**src/rtl/product_accumulator_if.sv**
```systemverilog
// Handshake bundle between a product source, the accumulator
// and the result consumer.
interface product_accumulator_if #(
   parameter int PROD_W = 64,
   parameter int CNT_W  = 8
);
   logic              start;
   logic [CNT_W-1:0]  len;
   logic              in_valid;
   logic              in_ready;
   logic [PROD_W-1:0] product;
   logic              out_valid;
   logic              out_ready;
   logic [PROD_W-1:0] acc_out;
   logic              overflow;
   logic              busy;

   modport master (
      output start, len, in_valid, product, out_ready,
      input  in_ready, out_valid, acc_out, overflow, busy
   );

   modport slave (
      input  start, len, in_valid, product, out_ready,
      output in_ready, out_valid, acc_out, overflow, busy
   );
endinterface

```
**src/rtl/product_accumulator.sv**
```systemverilog
// Saturating signed accumulator of a fixed-length job of
// multiplier products, with a held result handshake.
module product_accumulator #(
   parameter int PROD_W = 64,
   parameter int CNT_W  = 8
) (
   input  logic clk,
   input  logic rst,
   product_accumulator_if.slave bus
);

   typedef enum logic [1:0] {
      IDLE  = 2'd0,
      ACCUM = 2'd1,
      DONE  = 2'd2
   } state_t;

   localparam logic [PROD_W-1:0] MAXV =
      {1'b0, {(PROD_W-1){1'b1}}};
   localparam logic [PROD_W-1:0] MINV =
      {1'b1, {(PROD_W-1){1'b0}}};

   state_t            state;
   state_t            state_n;
   logic [PROD_W-1:0] acc;
   logic              ovf;
   logic [CNT_W-1:0]  cnt;
   logic [CNT_W-1:0]  cnt_nxt;
   logic [CNT_W-1:0]  len_q;
   logic [PROD_W:0]   sum;
   logic              load;
   logic              xfer;
   logic              last;
   logic              pos_ovf;
   logic              neg_ovf;

   // Sign-extended sum; the top two bits disagree on overflow.
   assign sum = {acc[PROD_W-1], acc}
              + {bus.product[PROD_W-1], bus.product};
   assign pos_ovf = ~sum[PROD_W] &  sum[PROD_W-1];
   assign neg_ovf =  sum[PROD_W] & ~sum[PROD_W-1];
   assign cnt_nxt = cnt + 1'b1;
   assign last    = (cnt_nxt == len_q);

   assign bus.acc_out  = acc;
   assign bus.overflow = ovf;

   // State register.
   always_ff @(posedge clk) begin
      if (rst) state <= IDLE;
      else     state <= state_n;
   end

   // Next state and handshake outputs, decoded from state.
   always_comb begin
      state_n       = state;
      load          = 1'b0;
      xfer          = 1'b0;
      bus.in_ready  = 1'b0;
      bus.out_valid = 1'b0;
      bus.busy      = 1'b1;
      unique case (state)
         IDLE: begin
            bus.busy = 1'b0;
            if (bus.start) begin
               load    = 1'b1;
               state_n = (bus.len != '0) ? ACCUM : DONE;
            end
         end
         ACCUM: begin
            bus.in_ready = 1'b1;
            if (bus.in_valid) begin
               xfer = 1'b1;
               if (last) state_n = DONE;
            end
         end
         DONE: begin
            bus.out_valid = 1'b1;
            if (bus.out_ready) state_n = IDLE;
         end
         default: state_n = IDLE;
      endcase
   end

   // Accumulator, sticky overflow and transfer count.
   always_ff @(posedge clk) begin
      if (rst) begin
         acc   <= '0;
         ovf   <= 1'b0;
         cnt   <= '0;
         len_q <= '0;
      end else if (load) begin
         acc   <= '0;
         ovf   <= 1'b0;
         cnt   <= '0;
         len_q <= bus.len;
      end else if (xfer) begin
         cnt <= cnt_nxt;
         if (pos_ovf) begin
            acc <= MAXV;
            ovf <= 1'b1;
         end else if (neg_ovf) begin
            acc <= MINV;
            ovf <= 1'b1;
         end else begin
            acc <= sum[PROD_W-1:0];
         end
      end
   end

endmodule

```
**src/flat_wrapper.sv**
```systemverilog
// flat-port wrapper written by rule: the top's interface ports become plain ports
module product_accumulator_flat 
#(
   parameter int PROD_W = 64,
   parameter int CNT_W  = 8
)
  (clk, rst, bus_start, bus_len, bus_in_valid, bus_product, bus_out_ready, bus_in_ready, bus_out_valid, bus_acc_out, bus_overflow, bus_busy);
  product_accumulator_if #(.PROD_W(PROD_W), .CNT_W(CNT_W)) bus_i ();
  input  logic clk;
  input  logic rst;
  input wire logic [$bits(bus_i.start)-1:0] bus_start;
  input wire logic [$bits(bus_i.len)-1:0] bus_len;
  input wire logic [$bits(bus_i.in_valid)-1:0] bus_in_valid;
  input wire logic [$bits(bus_i.product)-1:0] bus_product;
  input wire logic [$bits(bus_i.out_ready)-1:0] bus_out_ready;
  output wire logic [$bits(bus_i.in_ready)-1:0] bus_in_ready;
  output wire logic [$bits(bus_i.out_valid)-1:0] bus_out_valid;
  output wire logic [$bits(bus_i.acc_out)-1:0] bus_acc_out;
  output wire logic [$bits(bus_i.overflow)-1:0] bus_overflow;
  output wire logic [$bits(bus_i.busy)-1:0] bus_busy;
  assign bus_i.start = bus_start;
  assign bus_i.len = bus_len;
  assign bus_i.in_valid = bus_in_valid;
  assign bus_i.product = bus_product;
  assign bus_i.out_ready = bus_out_ready;
  assign bus_in_ready = bus_i.in_ready;
  assign bus_out_valid = bus_i.out_valid;
  assign bus_acc_out = bus_i.acc_out;
  assign bus_overflow = bus_i.overflow;
  assign bus_busy = bus_i.busy;
  product_accumulator #(.PROD_W(PROD_W), .CNT_W(CNT_W)) u_core (.clk(clk), .rst(rst), .bus(bus_i));
endmodule
```
**config.mk**
```make
export PLATFORM = sky130hd
export DESIGN_NAME = product_accumulator_flat
export DESIGN_NICKNAME = d
export VERILOG_FILES = /design/src/rtl/product_accumulator_if.sv /design/src/rtl/product_accumulator.sv /design/src/flat_wrapper.sv
export SDC_FILE = /design/constraint.sdc
export NUM_CORES = 1
export LEC_CHECK = 0
export ABC_CLOCK_PERIOD_IN_PS = 5500
export BUFFER_PORTS_ARGS = -buffer_cell sky130_fd_sc_hd__buf_2
export CAP_MARGIN = 15
export CORE_MARGIN = 1
export CORE_UTILIZATION = 55
export CTS_BUF_LIST = sky130_fd_sc_hd__clkbuf_16
export DETAILED_ROUTE_END_ITERATION = 7
export PLACE_DENSITY = 0.83
export SYNTH_ARGS = -nofsm -noshare
export SYNTH_HDL_FRONTEND = slang
export SYNTH_SLANG_ARGS = --single-unit
export TNS_END_PERCENT = 30
```
**constraint.sdc**
```tcl
create_clock -name clk -period 5.5 [get_ports clk]
set_clock_uncertainty 0.05 [all_clocks]
set_input_delay 0.55 -clock clk [delete_from_list [all_inputs] [get_ports clk]]
set_output_delay 0.55 -clock clk [all_outputs]
set_load 0.005 [all_outputs]
```
==> results of run 1 <==
==> cell type report <==
class                   instances  area (um^2)
clock buffers                   9        225.2
clock inverters                 7        51.30
fillers                      1166         4403
inverters                      17        63.81
multi-input cells             806         5321
flip-flops and latches         83         1662
well taps                     172        215.2
repair buffers                152        780.7
==> worst reg2reg max path: cells and delay by family (launching register included) <==
family	cells	cell delay, ns
adders and majority gates	2	0.95
DFF	1	0.33
AOI/OAI and AO/OA	9	2.20
and+or+nand+nor	1	0.07
xor gates and xnor gates	1	0.17
buffers and inverters	2	0.43
==> sequential cells by signal, indices dropped and copies added (netlist names) <==
signal and flops:
u_core.len_q 8, u_core.bus.overflow 1, u_core.state 2, u_core.cnt 8
u_core.bus.acc_out 64
==> placed cells by master (no fill, tap or decap), types with 12 or more instances in the layout <==
| cell | instances |
|---|---|
| nand2_1 | 81 |
| ha_1 | 67 |
| xor2_1 | 19 |
| nor3_1 | 26 |
| buf_2 | 144 |
| a31oi_1 | 14 |
| nor2b_1 | 12 |
| nand3_1 | 22 |
| xnor2_1 | 46 |
| nor2_1 | 70 |
| a21oi_1 | 123 |
| nand4_1 | 23 |
| a21o_1 | 34 |
| dfxtp_1 | 83 |
| inv_1 | 17 |
| o21ai_0 | 97 |
==> routing by layer <==
| layer | wire length (um) | part of all wire (%) | up-vias |
|---|---|---|---|
| met5 | 0 | 0 | - |
| met3 | 1683 | 7.8 | 45 |
| met1 | 9677 | 45 | 3531 |
| met2 | 9657 | 45 | 341 |
| met4 | 481 | 2.2 | 0 |
| li1 | - | - | 3771 |
==> power by group through the flow <==
stage	sequential, mW	combinational (mW)	clock, mW
2_1_floorplan	0.672	0.401	0
3_5_place_dp	0.676	0.562	0
3_3_place_gp	0.676	0.558	0
4_1_cts	0.663	0.569	0.595
5_1_grt	0.667	0.637	0.621
6_report	0.663	0.581	0.591
==> cell families (layout without fill, tap and decap cells) <==
kind of cell               count (synthesis)  in the layout
AOI/OAI and AO/OA                        375            375
and+or+nand+nor                          290            290
muxes                                      7              7
adders and majority gates                 68             68
buffers and inverters                     72            185
xor gates and xnor gates                  66             66
DFF                                       83             83
==> cells in the mapped netlist (3+ instances only) <==
master,number,share of area [%]
a21oi_1,123,8.5
o21ai_0,97,6.7
dfxtp_1,83,23
nand2_1,81,4.2
nor2_1,72,3.7
ha_1,67,12
xnor2_1,46,5.5
clkbuf_1,42,2.2
a21o_1,34,3.5
nor3_1,26,1.8
nand4_1,23,2.0
nand3_1,22,1.5
xor2_1,19,2.3
inv_1,16,0.83
a31oi_1,14,1.2
nor2b_1,12,1.0
o211a_1,11,1.5
and2_1,10,0.86
buf_2,10,0.69
and3_1,9,0.78
o21bai_1,9,0.93
a211oi_1,8,0.83
a21boi_0,8,0.83
nand2b_1,8,0.69
mux2i_1,7,0.97
nor4_1,7,0.60
o211ai_1,7,0.72
o21a_1,7,0.72
o21ai_1,6,0.41
o22ai_1,6,0.52
or3_1,5,0.43
nor3b_1,4,0.41
o31ai_1,4,0.41
a31o_2,3,0.36
o21ai_2,3,0.36
o221a_2,3,0.47
==> final timing paths <==
kind / from / cells past startpoint / slack, ns / to
worst max-delay path: u_core.bus.acc_out[34] / 15 / 1.16 / u_core.bus.acc_out[21]
worst min-delay path: bus_len[5] / 3 / 0.38 / u_core.len_q[5]
worst max register to register: u_core.bus.acc_out[34] / 15 / 1.16 / u_core.bus.acc_out[21]
worst min register to register: u_core.len_q[0] / 2 / 0.42 / u_core.len_q[0]
==> impl_results.md, run 1 <==
- Outcome: completed
- Pin count of the biggest net entering global routing: 55
- Final Non-Filler Cells: about 1.2k
- Clock Path Buffers: 2
- DR pass1 iterations: 7
- Most Used Layer, Global Route: met2
- PnR worst setup slack: 1.159 ns
- First-pass GRT wire length: ~34000 um
- Placement Setup Slack: 0.9583 ns
- PwrDens: 220.6 nW/um^2
- H-Tree Level Count: 3
- HP Class: in2reg
- Clk_lat worst skew: 0.36 ns
- Mux cell area share after synthesis: less than 1%
- Final count of hold timing violations: 0
- Fin. max-slew vios: 0
- Core area: 12720 um^2
- XOR/XNOR Fraction of Synth Area: 8.065%
- Largest family of logic cells by synthesized area: compound AO/OA/AOI/OAI gates
- Die height: 116.9 um
- Synth-to-Final Area Change: 14.58%
- Post-layout util: between 60% and 70%
- Delay of the slowest cell on the worst path: 0.53 ns
- Register area share after synthesis: 22.88%
- Compound-Gate Fraction of Synth Area: 32.98%
- Number of synthesized register bits: 83
- CTS Sinks: 83
- Pint: 1.172 mW
- CP Data Required Time: 5.65 ns
- Comb pwr share: 31.6%
- Slew HR: 28.65%
- Tmin final: around 4.3 ns
- Most frequent CP cell: ha_1
- Final-report setup violation count: 0
- Post-Synth Simple-Gate Area: 19.37%
- Cts bufs inserted: 9
- Fin area: approximately 8300 um^2
- Critical path class: reg2reg
- Final period util: ~79%
- Max-cap violations: 0
- Cells along the critical path: ha_1 > a21oi_1 > o22ai_1 > o21ai_0 > a21bo_2 > o311ai_2 > a221oi_2 > o21ai_2 > a22o_2 > xor2_1 > ha_1 > inv_1 > buf_4 > a211oi_1 > nor3_1
- Avg Cell Area, Syn: ~7.6 um^2
- Power Total: 1.835 mW
- Post_cts resized: 0
- Maximum vdd drop: 0.1576 mV
- Rows: 41
- WL/cell: ~17 um
- CP top delay family: compound AO/OA/AOI/OAI gates
- # IOs: 145
- Met3 Usage GRT: 5.973%
- Cts hold-fix bufs: 0
- Met2 Use GR: roughly half
- Clk pwr share: 32.2%
- Setup TNS: 0 ns
- Asr flop ratio synth: 0%
- Placed cell areas: roughly 8000 um^2
- EDFF count, synth: 0
- Worst hold slack: 0.3827 ns
- Share of cells above drive strength 1: 18.62%
- Worst Tran Pin Value: 1.070 ns
- Synthesized area: 7261 um^2
- All-Layer GR Usage: 31.43%
- CP arrival: between 4 and 5 ns
- Vias/cell: roughly 6
- Placed cell count: 1230
- CTS tree: built
- Post-synth cell types: 75
- Grt ovf: 0
- Drc violations: 0
- Crit. End Element: flop
- Highest-delay cell along the critical path: ha_1
- WP buf/inv: 2
- Leakage: between 3 and 4 nW
- Met1 usage: 41.76%
- Worst Path Max Fanout: 17
- Sequential power share: 36.2%
- Placer Congestion: just under 1
- Final nets: 1214
- Die ar.: approximately 14000 um^2
- Post-route ant nets: 0
- Clock slew at reported path FFs: ~0.070 ns
- Port bufs: 144
- DIE WIDTH: 116.9 um
- Synth Warn #: 0
- Syn Nets: approximately 1.1k
- Post-CTS Setup Inserts: 0
- Post-synthesis adder-cell area fraction: 11.82%
- N_diodes: 0
- Psw: 0.6632 mW
- Syn Inst Count: 961
- Via Count: 7688
- Max Clk Rate: 230.3 MHz
- Vias in the first global route: 6892
- Dpl hpwl: 15930 um
- WL final: 21500 um
- Root Driver: clkbuf_16
- RSZ-0062 raised after global routing: no
- Synth Flop Type: dfxtp_1
- Antenna violations before repair: 0
- Critical Path Start Type: flop
- Switching share of total power: 36.14%
- Initial Utilization: between 50% and 60%
- First DRT Iteration DRCs: 656
No activity file was read; power rests on OpenSTA's default activity.
==> run 2, diff against run 1 <==
--- a/config.mk
+++ b/config.mk
@@ -5,7 +5,7 @@
 export SDC_FILE = /design/constraint.sdc
 export NUM_CORES = 1
 export LEC_CHECK = 0
-export ABC_CLOCK_PERIOD_IN_PS = 5500
+export ABC_CLOCK_PERIOD_IN_PS = 4520
 export BUFFER_PORTS_ARGS = -buffer_cell sky130_fd_sc_hd__buf_2
 export CAP_MARGIN = 15
 export CORE_MARGIN = 1
==> constraint.sdc (replaced) <==
create_clock -name clk -period 4.52 [get_ports clk]
set_clock_uncertainty 0.05 [all_clocks]
set_input_delay 0.452 -clock clk [delete_from_list [all_inputs] [get_ports clk]]
set_output_delay 0.452 -clock clk [all_outputs]
set_load 0.005 [all_outputs]
==> impl_results.md, run 2 (synthesis gave the netlist of run 1 again) <==
- Fillers: 1173
- Reg2reg setup slack: 0.30 ns
- DR pass1 iterations: 5
- Rows: 41
- FF-to-FF End: u_core.bus.acc_out[59]
- Die height: 116.9 um
- Synth-to-Final Area Change: 15.89%
- First DRT Iteration DRCs: 778
- Final nets: about 1.2k
- PwrDens: 260.8 nW/um^2
- CTS tree: built
- CP top delay family: compound AO/OA/AOI/OAI gates
- Post-layout util: 66.14%
- Max-cap violations: 0
- Clock slew at reported path FFs: about 0.06 ns
- Clock Path Buffers: 2
- Post-route ant nets: 0
- FF+latch area: between 1500 and 2000 um^2
- Worst R2R Start: u_core.bus.acc_out[8]
- WP buf/inv: 0
- Multi-input gate area: around 5300 um^2
- Core area: 12720 um^2
- Antenna violations before repair: 0
- Max reg flops: 64
- Hold path cells: 3
- Die ar.: 13660 um^2
- Via Count: around 7.8k
- Levels on crit path: 16
- Highest-delay cell along the critical path: a2111oi_4
- First-pass GRT wire length: ~34000 um
- Worst Path Max Fanout: 6
- Outcome: completed
- Initial Utilization: 57.07%
- Cts bufs inserted: 9
- CTS Sinks: just over 80
- Most frequent cells in the layout: buf_2 (144), a21oi_1 (123), o21ai_0 (97)
- RSZ-0062 raised after global routing: no
- Most common cell after layout, fill and taps aside: buf_2
- Tmin final: 4.221 ns
- DIE WIDTH: 116.9 um
- Cts hold-fix bufs: 0
- All-Layer GR Usage: a little under a third
- Vias/cell: 6.169
- Max Clk Rate: 236.9 MHz
- Drc violations: 0
- N_diodes: 0
- # IOs: 145
- H-Tree Level Count: 3
- Maximum vdd drop: 0.2373 mV
- WL final: 21550 um
- Vias in the first global route: approximately 7.1k
- Cells along the critical path: ha_1 > nand4_1 > a21oi_1 > nand3_2 > a2111oi_4 > o311ai_2 > a221oi_2 > o21ai_2 > a22o_2 > xnor2_2 > ha_1 > nor2_2 > nor2_1 > or3_1 > mux2i_1 > nor2_1
- HP Class: in2reg
- Final period util: approximately 93%
- WL/cell: 17.15 um
- Root Driver: clkbuf_16
- Pin count of the biggest net entering global routing: 38
- Clk_lat worst skew: between 0.3 and 0.4 ns
- Port bufs: approximately 140
- Final count of hold timing violations: 0
- Worst Tran Pin Value: 1.003 ns
- Share of cells above drive strength 1: 19.35%
- Crit. End Element: flop
- Setup TNS: 0 ns
- CP arrival: 4.40 ns
- WHS Endpoint: u_core.len_q[2]
- Critical path class: reg2reg
- Delay of the slowest cell on the worst path: 0.46 ns
- Leakage: 3.956 nW
- Slew HR: 33.05%
- Fin. max-slew vios: 0
- Grt ovf: 0
- HP Start: bus_len[2]
- Final-report setup violation count: 0
- Critical Path Start Type: flop
- R2R depth: 16
- Placer Congestion: 0.9588
- CP Data Required Time: 4.70 ns
- Post-CTS Setup Inserts: 0
- Dpl hpwl: ~16000 um
[run 2: report_power, final]
group	switching, mW	internal [mW]	leakage (nW)
logic	0.430	0.292	3.16
clock network	0.303	0.359	0.123
registers	0.0375	0.771	0.674
total	0.771	1.42	3.96
[run 2: per-layer routing]
metal | vias up | wire (um) | GRT usage (%)
li1 | 3792 | - | -
met1 | 3593 | 9778 | 41.82
met2 | 329 | 9786 | 52.27
met3 | 40 | 1507 | 5.767
met4 | 0 | 479 | 11.39
met5 | - | 0 | 0
[run 2: worst max path at each step]
stage,slack (ns),start,endpoint
6_report,0.30,u_core.bus.acc_out[8],u_core.bus.acc_out[59]
5_1_grt,0.04,u_core.bus.acc_out[8],u_core.bus.acc_out[59]
3_5_place_dp,0.15,bus_product[32],u_core.bus.acc_out[7]
4_1_cts,0.35,u_core.bus.acc_out[8],u_core.bus.acc_out[15]
3_3_place_gp,0.28,bus_product[34],u_core.bus.acc_out[7]
2_1_floorplan,0.57,bus_product[32],u_core.bus.acc_out[60]
[run 2: what timing repair did]
item / in CTS / in global routing
endpoints found under the setup margin: 0 / 1
gates resized for setup: 0 / 2
hold endpoints to repair: 0 / 0
[run 2: tightest hold or removal path: cells and delay by family]
| family | cells | cell delay [ns] |
|---|---|---|
| buf+inv | 1 | 0.11 |
| simple gates | 1 | 0.05 |
| compound gates | 1 | 0.05 |
[run 2: cell type report]
type                    count  area share [%]
clock buffers               9           2.677
clock inverters             5          0.2825
inverters                  17          0.7584
multi-input cells         806           63.35
flip-flops and latches     83           19.75
well taps                 172           2.558
repair buffers            165           10.63
[run 2: stage by stage]
| stage | setup WS, ns | total power, mW | instances | hold slack (ns) | instance area [um^2] |
|---|---|---|---|---|---|
| global placement | 0.2771 | 1.520 | 1243 | 0.4063 | 8153 |
| finish | 0.2994 | 2.194 | 1257 | 0.3030 | 8414 |
| CTS | 0.3452 | 2.183 | 1257 | 0.2960 | 8402 |
| floorplan | 0.5731 | 1.305 | 961 | 0.3978 | 7261 |
| global route | 0.03817 | 2.309 | 1257 | 0.2987 | 8414 |
| detailed placement | 0.1515 | 1.527 | 1243 | 0.4096 | 8153 |
==> run 3, diff against run 2 <==
--- a/config.mk
+++ b/config.mk
@@ -9,10 +9,11 @@
 export BUFFER_PORTS_ARGS = -buffer_cell sky130_fd_sc_hd__buf_2
 export CAP_MARGIN = 15
 export CORE_MARGIN = 1
-export CORE_UTILIZATION = 55
+export CORE_UTILIZATION = 39
 export CTS_BUF_LIST = sky130_fd_sc_hd__clkbuf_16
 export DETAILED_ROUTE_END_ITERATION = 7
-export PLACE_DENSITY = 0.83
+export MAX_ROUTING_LAYER = met4
+export PLACE_DENSITY = 0.63
 export SYNTH_ARGS = -nofsm -noshare
 export SYNTH_HDL_FRONTEND = slang
 export SYNTH_SLANG_ARGS = --single-unit
==> impl_results.md, run 3 (synthesis gave the netlist of run 1 again) <==
- Reg2reg setup slack: 0.36 ns
- Most frequent cells in the layout: buf_2 (144), a21oi_1 (123), o21ai_0 (97)
- WP buf/inv: 2
- WL/cell: 17.10 um
- Rows: 49
- Drc violations: 24
- Clk_lat worst skew: approximately 0.35 ns
- H-Tree Level Count: 3
- Leakage: between 3 and 4 nW
- Clock Path Buffers: 2
- Critical path class: reg2reg
- Failing checks: DRC
- All-Layer GR Usage: roughly a quarter
- Dpl hpwl: 17480 um
- Die ar.: 19170 um^2
- Levels on crit path: 15
- DR pass1 iterations: 8
- Max Clk Rate: about 240 MHz
- Post-route ant nets: 0
- Crit. End Element: flop
- Antenna violations before repair: 2
- Final period util: a little over 90%
- Cells along the critical path: ha_1 > nand4_1 > nor4_2 > inv_2 > a2111oi_4 > o311ai_2 > a221oi_2 > o21ai_2 > a22o_2 > xnor2_2 > ha_1 > nor2_2 > buf_4 > o21ai_0 > o211a_1
- Outcome: finished with violations
- Synth-to-Final Area Change: 16.68%
- Highest-delay cell along the critical path: nor4_2
- Vias in the first global route: 7036
- Via Count: 7633
- CP top delay family: compound AO/OA/AOI/OAI gates
- Fin. max-slew vios: 0
- CP arrival: between 4 and 5 ns
- Grt ovf: 0
- PwrDens: 259.3 nW/um^2
- Placed cell areas: 8212 um^2
- RSZ-0062 raised after global routing: no
- Pin count of the biggest net entering global routing: 32
- # IOs: about 150
- Post-CTS Setup Inserts: 0
- Tmin final: 4.162 ns
- Cts bufs inserted: 9
- DIE WIDTH: 138.4 um
- Vias/cell: 5.796
- Die height: approximately 140 um
- HP Class: in2reg
- Critical Path Start Type: flop
- Fin area: 8472 um^2
- Hold path cells: 3
- R2R depth: 15
- Share of cells above drive strength 1: 19.43%
- CP Data Required Time: 4.71 ns
- Max reg flops: 64
- Placer Congestion: 0.9364
- Worst Path Max Fanout: 31
- First-pass GRT wire length: 36020 um
- Setup TNS: 0 ns
- First DRT Iteration DRCs: 579
- Max-cap violations: 0
- Most common cell after layout, fill and taps aside: buf_2
- Port bufs: approximately 140
- Final count of hold timing violations: 0
- Maximum vdd drop: 0.1968 mV
- Most frequent CP cell: ha_1
- Initial Utilization: about two fifths
- CTS Sinks: 83
- Delay of the slowest cell on the worst path: roughly 0.50 ns
- WL final: 22520 um
- Final-report setup violation count: 0
- Clock slew at reported path FFs: 0.06 ns
- Slew HR: between 40 and 50%
- Core area: 18090 um^2
- Root Driver: clkbuf_16
- Final nets: about 1.2k
- Worst Tran Pin Value: 0.8843 ns
- CTS tree: built
## run 3: changes by cell type in the layout (fill, tap and decap cells not counted), sizes merged
| cell | delta |
|---|---|
| inv | +2 |
| clkinv | -1 |
| diode | +2 |
## run 3: timing repair
item,CTS,global route
resized for setup,0,1
hold buffers,0,0
endpoints found under the setup margin,0,1
## run 3: metal layers
layer | up-vias | part of all wire [%] | track usage [%]
met1 | 3530 | 46 | 31.14
met2 | 255 | 45 | 37.64
met5 | - | 0 | -
li1 | 3809 | - | -
met3 | 39 | 7.4 | 4.884
met4 | 0 | 2.1 | 7.156
## run 3: worst register-to-register path, stage by stage, from the launching register on
cell and delay, ns:
dfxtp_1 0.33, ha_1 0.43, nand4_1 0.19, nor4_2 0.50, inv_2 0.11, a2111oi_4 0.25, o311ai_2 0.17, a221oi_2 0.35
o21ai_2 0.11, a22o_2 0.26, xnor2_2 0.14, ha_1 0.26, nor2_2 0.20, buf_4 0.39, o21ai_0 0.17, o211a_1 0.15
## run 3: where the power goes
part / leakage [nW] / switching [mW] / internal, mW
Combinational: 3.14 / 0.431 / 0.290
Sequential: 0.674 / 0.0334 / 0.771
Clock: 0.133 / 0.310 / 0.361
Total: 3.95 / 0.775 / 1.42
## run 3: through the flow
stage	worst slack, ns	power (mW)	cells	utilization (%)	hold slack (ns)
after floorplan	0.5731	1.305	961	-	0.3978
after global placement	0.2363	1.529	1300	45.40	0.4085
after detailed placement	0.1151	1.531	1300	45.40	0.4106
after CTS	0.2937	2.204	1315	46.80	0.2861
after global routing	0.04711	2.325	1317	46.84	0.2974
final	0.3576	2.197	1317	46.84	0.2954
## run 3: final cells by class
class | instances | area (um^2)
Sequential cell | 83 | 1662
Clock inverter | 6 | 27.53
Inverter | 17 | 63.81
Antenna cell | 2 | 5.005
Multi-Input combinational cell | 806 | 5324
Timing Repair Buffer | 165 | 878.3
Fill cell | 1863 | 9614
Clock buffer | 9 | 225.2
Tap cell | 229 | 286.5
## run 3: worst paths after layout
path	start	endpoint
setup / recovery	u_core.bus.acc_out[32]	u_core.bus.acc_out[14]
hold / removal	bus_len[1]	u_core.len_q[1]
setup reg to reg	u_core.bus.acc_out[32]	u_core.bus.acc_out[14]
hold reg to reg	u_core.len_q[6]	u_core.len_q[6]
